File: config.mk
export PLATFORM = sky130hd
export DESIGN_NAME = alu_cmd_issuer
export DESIGN_NICKNAME = d
export VERILOG_FILES = /design/src/rtl/alu_pkg.sv /design/src/rtl/alu_wait_timer.sv /design/src/rtl/alu_cmd_issuer.sv
export SDC_FILE = /design/constraint.sdc
export NUM_CORES = 1
export LEC_CHECK = 0
export ABC_AREA = 1
export CAP_MARGIN = 10
export CELL_PAD_IN_SITES_DETAIL_PLACEMENT = 0
export CELL_PAD_IN_SITES_GLOBAL_PLACEMENT = 1
export CORE_ASPECT_RATIO = 1.1
export CORE_MARGIN = 10
export CORE_UTILIZATION = 29
export DETAILED_ROUTE_END_ITERATION = 7
export HOLD_SLACK_MARGIN = 0.02
export PLACE_DENSITY = 0.95
export SKIP_CTS_REPAIR_TIMING = 1
export SYNTH_ARGS = -nofsm -noshare
export SYNTH_HDL_FRONTEND = slang
export SYNTH_HIERARCHICAL = 1
export SYNTH_SLANG_ARGS = --single-unit
File: constraint.sdc
create_clock -name CLK -period 2.2 [get_ports CLK]
set_input_delay 0.44 -clock CLK [delete_from_list [all_inputs] [get_ports CLK]]
set_output_delay 0.44 -clock CLK [all_outputs]
set_load 0.01 [all_outputs]
File: src/rtl/alu_pkg.sv
// Shared ALU definitions: issuer FSM state encoding, function-group codes and a
// helper that extracts the group field from a 4-bit function code.
package alu_pkg;

  typedef enum logic [1:0] {
    StIdle,
    StIssue,
    StWait,
    StHold
  } state_e;

  localparam logic [1:0] ARITH_GRP = 2'b00;
  localparam logic [1:0] LOGIC_GRP = 2'b01;
  localparam logic [1:0] CMP_GRP   = 2'b10;
  localparam logic [1:0] SHIFT_GRP = 2'b11;

  localparam int unsigned TimerW = 8;

  function automatic logic [1:0] fun_grp(input logic [3:0] fun);
    return fun[3:2];
  endfunction

endpackage

File: src/rtl/alu_wait_timer.sv
// Loadable down-counter with synchronous active-low reset; expired_o pulses in
// the enabled cycle where the count reaches its last tick.
module alu_wait_timer #(
  parameter int unsigned Width = 8
) (
  input  logic             clk_i,
  input  logic             rst_ni,
  input  logic             clr_i,
  input  logic             en_i,
  input  logic [Width-1:0] load_i,
  output logic             expired_o
);

  logic [Width-1:0] cnt_q, cnt_d;

  always_comb begin
    cnt_d = cnt_q;
    if (clr_i) begin
      cnt_d = load_i;
    end else if (en_i && (cnt_q != '0)) begin
      cnt_d = cnt_q - Width'(1);
    end
  end

  always_ff @(posedge clk_i) begin
    if (!rst_ni) begin
      cnt_q <= '0;
    end else begin
      cnt_q <= cnt_d;
    end
  end

  assign expired_o = en_i && (cnt_q == Width'(1));

endmodule

File: src/rtl/alu_cmd_issuer.sv
// ALU command issuer: accept -> one-cycle issue -> wait for result -> hold for consumer.
// Define ALU_CMD_ISSUER_TIMEOUT_EN to return an error result after TIMEOUT_CYC WAIT cycles.
module alu_cmd_issuer
  import alu_pkg::*;
#(
  parameter int unsigned OPERAND_W   = 8,
  parameter int unsigned TIMEOUT_CYC = 16
) (
  input  logic                   CLK,
  input  logic                   RST,
  input  logic                   CMD_VALID,
  output logic                   CMD_READY,
  input  logic [3:0]             CMD_FUN,
  input  logic [OPERAND_W-1:0]   CMD_A,
  input  logic [OPERAND_W-1:0]   CMD_B,
  output logic                   ALU_EN,
  output logic [3:0]             ALU_FUN,
  output logic [OPERAND_W-1:0]   ALU_A,
  output logic [OPERAND_W-1:0]   ALU_B,
  input  logic [2*OPERAND_W-1:0] ALU_OUT,
  input  logic                   ALU_OUT_VALID,
  output logic                   RES_VALID,
  input  logic                   RES_READY,
  output logic [2*OPERAND_W-1:0] RES_DATA,
  output logic [1:0]             RES_GRP,
  output logic                   RES_ERR
);

  if (TIMEOUT_CYC < 1 || TIMEOUT_CYC > 255) begin : g_bad_timeout
    $error("TIMEOUT_CYC must be in 1..255");
  end

  state_e                 state_q, state_d;
  logic                   ready_q, ready_d;
  logic [3:0]             fun_q, fun_d;
  logic [OPERAND_W-1:0]   a_q, a_d, b_q, b_d;
  logic [2*OPERAND_W-1:0] data_q, data_d;
  logic [1:0]             grp_q, grp_d;
  logic                   err_q, err_d;
  logic                   accept, timeout, finish;

  // ready_q is a flop so CMD_READY stays low through the reset cycles themselves.
  assign accept = ready_q && CMD_VALID;

`ifdef ALU_CMD_ISSUER_TIMEOUT_EN
  alu_wait_timer #(
    .Width(TimerW)
  ) u_wait_timer (
    .clk_i    (CLK),
    .rst_ni   (RST),
    .clr_i    (state_q == StIssue),
    .en_i     (state_q == StWait),
    .load_i   (TimerW'(TIMEOUT_CYC)),
    .expired_o(timeout)
  );
`else
  assign timeout = 1'b0;
`endif

  assign finish = (state_q == StWait) && (ALU_OUT_VALID || timeout);

  always_ff @(posedge CLK) begin
    if (!RST) begin
      state_q <= StIdle;
    end else begin
      state_q <= state_d;
    end
  end

  always_comb begin
    state_d = state_q;
    unique case (state_q)
      StIdle:  if (accept) state_d = StIssue;
      StIssue: state_d = StWait;
      StWait:  if (ALU_OUT_VALID || timeout) state_d = StHold;
      StHold:  if (RES_READY) state_d = StIdle;
      default: state_d = StIdle;
    endcase
  end

  always_comb begin
    ready_d = (state_d == StIdle);
    fun_d   = fun_q;
    a_d     = a_q;
    b_d     = b_q;
    data_d  = data_q;
    grp_d   = grp_q;
    err_d   = err_q;
    if (accept) begin
      fun_d = CMD_FUN;
      a_d   = CMD_A;
      b_d   = CMD_B;
    end
    // A real result beats a simultaneous expiry.
    if (finish) begin
      data_d = ALU_OUT_VALID ? ALU_OUT : '0;
      grp_d  = fun_grp(fun_q);
      err_d  = !ALU_OUT_VALID;
    end
  end

  always_ff @(posedge CLK) begin
    if (!RST) begin
      ready_q <= 1'b0;
      fun_q   <= '0;
      a_q     <= '0;
      b_q     <= '0;
      data_q  <= '0;
      grp_q   <= '0;
      err_q   <= 1'b0;
    end else begin
      ready_q <= ready_d;
      fun_q   <= fun_d;
      a_q     <= a_d;
      b_q     <= b_d;
      data_q  <= data_d;
      grp_q   <= grp_d;
      err_q   <= err_d;
    end
  end

  assign CMD_READY = ready_q;
  assign ALU_EN    = (state_q == StIssue);
  assign RES_VALID = (state_q == StHold);
  assign ALU_FUN   = fun_q;
  assign ALU_A     = a_q;
  assign ALU_B     = b_q;
  assign RES_DATA  = data_q;
  assign RES_GRP   = grp_q;
  assign RES_ERR   = err_q;

endmodule

# After elaboration in Yosys (flattened, before gate mapping)
# Index checks and enable logic that the tools add are counted.
[classes]
n_addsub = 0
multipliers = 0
div = 0
magnitude_cmp = 0
eq_ne = 3
n_shift = 0
muxes = 5
bitwise_logic = 0
n_reduce_logical = 5
[ops]
columns = ["op", "count"]
rows = [
  ["$mux W16", 1],
  ["$pmux W2 S4", 1],
  ["$mux W2", 3],
  ["$eq A2 B2 Y1 const B", 2],
  ["$logic_not A2 Y1", 2],
  ["$eq A2 B1 Y1 const B", 1],
  ["$logic_and A1 B1 Y1", 2],
  ["$logic_not A1 Y1", 1],
]
[word_totals]
reg_bits = 42
latch_bits = 0
mem_bits_rw = 0
rom_bits = 0
inputBits = 41
out_inout_bits = 42
elab_cells = 21
mem_count = 0

# Depth between registers and ports, before layout
# Gate-level depths: netlist of the first run.
[logic_depth]
ltp_word = 4
depth_mapped = 6
depth_no_buf = 5

# Worst setup path after synthesis of the first run
# Ideal clock, no wire load.
[synth_path]
path_kind = "flip-flop to output port"
from = "register state_q[1]"
to = "output ALU_EN"
arrival_ps = 764
t_required_ps = 1760
slack_ps = 996
stages_incl_launch_ff = 4
n_path_buf = 2
cell_sequence = "dfxtp_1 buf_4 buf_2 nor2_1"
[synth_between]
elab_chain_cells = 1
[synth_rtl]
columns = ["item", "line", "rtl"]
rows = [
  ["start: declaration", "alu_cmd_issuer.sv:33", "state_e state_q, state_d;"],
  ["start signal: assignment", "alu_cmd_issuer.sv:64", "state_q <= StIdle;"],
  ["start signal: assignment", "alu_cmd_issuer.sv:66", "state_q <= state_d;"],
  ["$eq A2 B1 Y1", "alu_cmd_issuer.sv:123", "assign ALU_EN = (state_q == StIssue);"],
  ["end: declaration", "alu_cmd_issuer.sv:16", "output logic ALU_EN,"],
]
# No other way between the ends.

# Final worst setup path of the first run
[layout_path]
from = "register state_q[1]"
to = "output RES_VALID"
[layout_between]
elab_chain_cells = 1
[layout_rtl]
columns = ["item", "line", "rtl"]
rows = [
  ["$eq A2 B2 Y1", "alu_cmd_issuer.sv:124", "assign RES_VALID = (state_q == StHold);"],
  ["end: declaration", "alu_cmd_issuer.sv:22", "output logic RES_VALID,"],
]
# No other way between the ends.

==> out/metrics.yaml, run 1 <==
r2r_setup_slack_ps: 640
finClkSkew_ps: 7.10
layout_commonest_cell: "clkdlybuf4s50_1"
final_cell_mix: "clkdlybuf4s50_1, nor2_1, dfxtp_1"
cap_violations: 0
worst_setup_path_start_kind: "flop"
num_vias: 1542
antenna_found_initial: 0
hold_viol: 0
grt_use_total_pct: 10.6
n_antenna_cell: 0
tightest_slew_ps: 592
grt_pass1_vias: 1473
synth.cell_area_um2: 1570
grt_pass1_wl_um: 7580
multiInputGateArea_um2: 603
outcome: "finished, final reports clean"
power.total_uw: 1790
nets: 318
ios: 83
grt_setup_unrepaired: "no"
design.die.area_um2: 8780
fin_tns_setup_ps: 0
hpwl_um: 3460
synth.distinct_cells: 14
crit_chain: "nand2_1, inv_1, clkdlybuf4s50_1"
syn-instance-count: 199
num_rows: 28
slowest_delay_ps: 530
wl_um: 4660
crit_buf_inv: 2
antenna_left: 0
final-seq-area_um2: 841
syn_nets: 240
tritoncts: "built"
grt_max_degree: 23
coreArea_um2: 5330
cts_sinks: 42
drive_above_1_share_pct: 5.76
numCtsBuffers: 5
vias_per_cell: 4.37
cp_max_fo: 9
critPathKind: "flop to output port"
path_clk_slew_ps: 80
slowest_stage: "clkdlybuf4s50_1"
finalSetupViolCount: 0
drtIter0Drc: 65
period_share_pct: 86.2
wl_per_cell_um: 13.2
initial_core_util_pct: 29.6
avgSynthCellArea_um2: 7.91
drcViolationCount: 0
n_fill_cell: 574
synthToLayoutAreaGrowth_pct: 62.1
fmax_ghz: 0.527
slew_headroom_pct: 60.5
ys_seq_elements: 42
insertion_delay_ps: 290
dieWidth_um: 90.2
dr.pass1.iters: 4
drv_slew: 0
cts-htree-levels: 2
clock_path_buffers: 2
grt_overflow: 0
port_buffers: 82
leakage_uw: 0.000942
p_per_area_nw_per_um2: 700
gp_congestion: 0.678
min_period_ps: 1900
crit_arrival_ps: 1460
endpoint_kind: "output port"
ir_drop_uv: 292
crit_family: "buffers and inverters"
yosysSeqAreaShare_pct: 53.4
final_util_pct: 47.9
worstPathRequired_ps: 1760
yosys_warnings: 6
min_path_type: "flop to flop"
root_buffer: "clkbuf_8"
die_h_um: 97.3
[report_power, final]
| part | switching [uW] | total (uW) | internal, uW |
|---|---|---|---|
| combinational | 156 | 350 | 194 |
| sequential | 27.8 | 837 | 810 |
| clock | 264 | 599 | 334 |
| total | 449 | 1790 | 1340 |
[cells in the mapped netlist]
master	number	area, um2
nand2_1	25	93.8
nand3_2	1	10.0
buf_4	3	22.5
clkbuf_1	6	22.5
a21oi_1	18	90.1
dfxtp_1	42	841
inv_2	1	3.75
buf_2	5	25.0
buf_6	3	33.8
nor2_1	47	176
o21ai_0	20	100
nand4_1	18	113
nand3_1	4	20.0
inv_1	6	22.5
[layout make-up]
type	count	share of cell area (%)
clock buffers	5	2.70
clock inverters	3	1.57
inverters	7	1.03
multi-input cells	133	23.6
flip-flops and latches	42	33.0
well taps	75	3.68
repair buffers	88	34.4
[worst reg2reg max path, stage by stage, from the launching register on]
cell	delay, ps
dfxtp_1	490
buf_4	290
nand3_2	390
nand2_1	180
a21oi_1	70
[metrics by stage]
step / setup WS [ps] / hold slack (ps) / cell area [um2] / std cells
after floorplan: 996 / 476 / 1570 / 199
after global placement: 506 / 447 / 2440 / 345
after detailed placement: 465 / 454 / 2440 / 345
after CTS: 287 / 466 / 2550 / 353
after global routing: 173 / 486 / 2550 / 353
final: 304 / 462 / 2550 / 353
[routing by layer]
| layer | wire length, um | vias up | GRT usage, % |
|---|---|---|---|
| li1 | - | 811 | - |
| met4 | 63 | 0 | 3.68 |
| met5 | 0 | - | 0 |
| met2 | 2210 | 57 | 17.6 |
| met1 | 1890 | 666 | 11.0 |
| met3 | 496 | 8 | 6.11 |
[sequential cells by signal, indices dropped and copies added (netlist names)]
signal	count
RES_GRP	2
ALU_B	8
ALU_FUN	4
state_q	2
CMD_READY	1
ALU_A	8
RES_ERR	1
RES_DATA	16
[path summary, 6_finish.rpt]
kind | start | to | cells after the start
hold / removal | RES_DATA[12] | RES_DATA[12] | 2
hold reg to reg | RES_DATA[12] | RES_DATA[12] | 2
setup reg to reg | state_q[1] | RES_DATA[5] | 4
setup / recovery | state_q[1] | RES_VALID | 3
[cell families after synthesis]
family,synth area share (%)
DFF,53.4
AOI/OAI and AO/OA,12.1
and+or+nand+nor,26.2
buffers and inverters,8.27
No activity file was read; power rests on OpenSTA's default activity.
==> run 2, diff against run 1 <==
CORE_UTILIZATION = 45   (was 29)
DONT_BUFFER_PORTS = 1   (was unset)
PLACE_DENSITY = 0.91   (was 0.95)
SKIP_LAST_GASP = 1   (was unset)
==> out/metrics.yaml, run 2 (synthesis results as in run 1) <==
outcome: "finished, final reports clean"
design.die.area_um2: 6270
wl_um: 4130
grt_use_total_pct: 12.8
r2r_cells: 4
clkPwrFrac_pct: 28.3
endpoint_kind: "output port"
cap_violations: 0
cts_sinks: 42
p_per_area_nw_per_um2: 875
tightest_slew_ps: 614
p_switching_uw: 397
drtIter0Drc: 81
p_int_uw: 1010
numCtsBuffers: 5
antenna_found_initial: 0
min_path_type: "primary input to flop"
drcViolationCount: 0
whs_path_depth: 2
grt_pass1_vias: 1290
nets: 232
drive_above_1_share_pct: 6.25
num_rows: 22
fin_tns_setup_ps: 0
multiInputGateArea_um2: 603
tritoncts: "built"
insertion_delay_ps: 350
dr.pass1.iters: 4
period_share_pct: 74.4
synthToLayoutAreaGrowth_pct: 2.23
comb_power_share_pct: 9.5
r2r-start: "state_q[0]"
grt_max_degree: 24
n_antenna_cell: 0
clock_path_buffers: 2
drv_slew: 0
slew_headroom_pct: 59.1
ir_drop_uv: 376
largest_reg_flops: 16
cts-htree-levels: 2
seqPwrFrac_pct: 62.2
hold_viol: 0
n_fill_cell: 354
worst_setup_path_start_kind: "flop"
holdPathEnd: "ALU_FUN[2]"
r2r_setup_slack_ps: 730
grt_setup_unrepaired: "no"
num_vias: 1253
final-seq-area_um2: 841
antenna_left: 0
placed_area_um2: 1550
numPlacedInstances: 232
grt_pass1_wl_um: 6490
coreArea_um2: 3360
min_from: "RST"
cp_max_fo: 21
fin_area_um2: 1610
die_h_um: 82.0
root_buffer: "clkbuf_4"
stdcell_count: 240
gp_congestion: 0.700
finClkSkew_ps: 9.73
final_util_pct: 47.9
path_clk_slew_ps: 120
grt_overflow: 0
final_cell_mix: "nor2_1, dfxtp_1, nand2_1"
finalSetupViolCount: 0
critPathKind: "flop to output port"
reg2reg_to: "RES_DATA[0]"
min_period_ps: 1640
leakage_uw: 0.000593
sw_frac_of_total_pct: 28.2
hpwl_um: 3070
initial_core_util_pct: 46.9
worstPathRequired_ps: 1760
vias_per_cell: 5.22
fmax_ghz: 0.611
crit_arrival_ps: 1200
ios: 83
dieWidth_um: 76.4
port_buffers: 0
wl_per_cell_um: 17.2
layout_commonest_cell: "nor2_1"
run 2: cell types whose count changed in the layout (fill, tap and decap cells not counted):
cell             previous run  this run
clkinv_2                    2         1
buf_4                       5         2
bufinv_16                   1         0
clkdlybuf4s50_1            82         0
clkinvlp_4                  0         1
buf_12                      1         0
clkbuf_4                    0         5
clkbuf_8                    5         1
run 2: final cells by class:
class / count / area share [%]
timing repair buffer: 2 / 0.933
clock inverter: 2 / 0.778
multi-input combinational: 133 / 37.5
clock buffer: 6 / 3.19
inverter: 7 / 1.63
sequential: 42 / 52.3
tap: 48 / 3.73
run 2: how the worst max path moves through the flow:
stage                    start           to  slack, ps
finish              state_q[0]       ALU_EN        560
global route        state_q[0]       ALU_EN        470
CTS                 state_q[0]       ALU_EN        540
detailed placement  state_q[0]  RES_DATA[0]        780
global placement    state_q[0]    CMD_READY        860
floorplan           state_q[1]       ALU_EN       1000
run 2: power by group through the flow:
stage                     logic [uW]  registers, uW  clock network [uW]
after floorplan                  136            874                   0
after global placement           125            894                   0
after detailed placement         133            895                   0
after CTS                        133            878                 416
after global routing             155            884                 460
final                            134            875                 398
run 2: worst max-delay path, cell delays in order (launching register included):
cell	delay, ps
dfxtp_1	420
inv_2	190
nor2_1	250
run 2: layer usage:
layer / part of all wire [%] / track usage, %
met3: 13 / 8.08
met2: 48 / 21.3
met1: 39 / 13.3
met5: 0 / 0
met4: 0.75 / 3.90
run 2: through the flow:
step / power [uW] / hold slack (ps) / worst slack (ps)
after floorplan: 1010 / 476 / 996
after global placement: 1020 / 503 / 859
after detailed placement: 1030 / 515 / 779
after CTS: 1430 / 190 / 538
after global routing: 1500 / 189 / 473
final: 1410 / 211 / 564
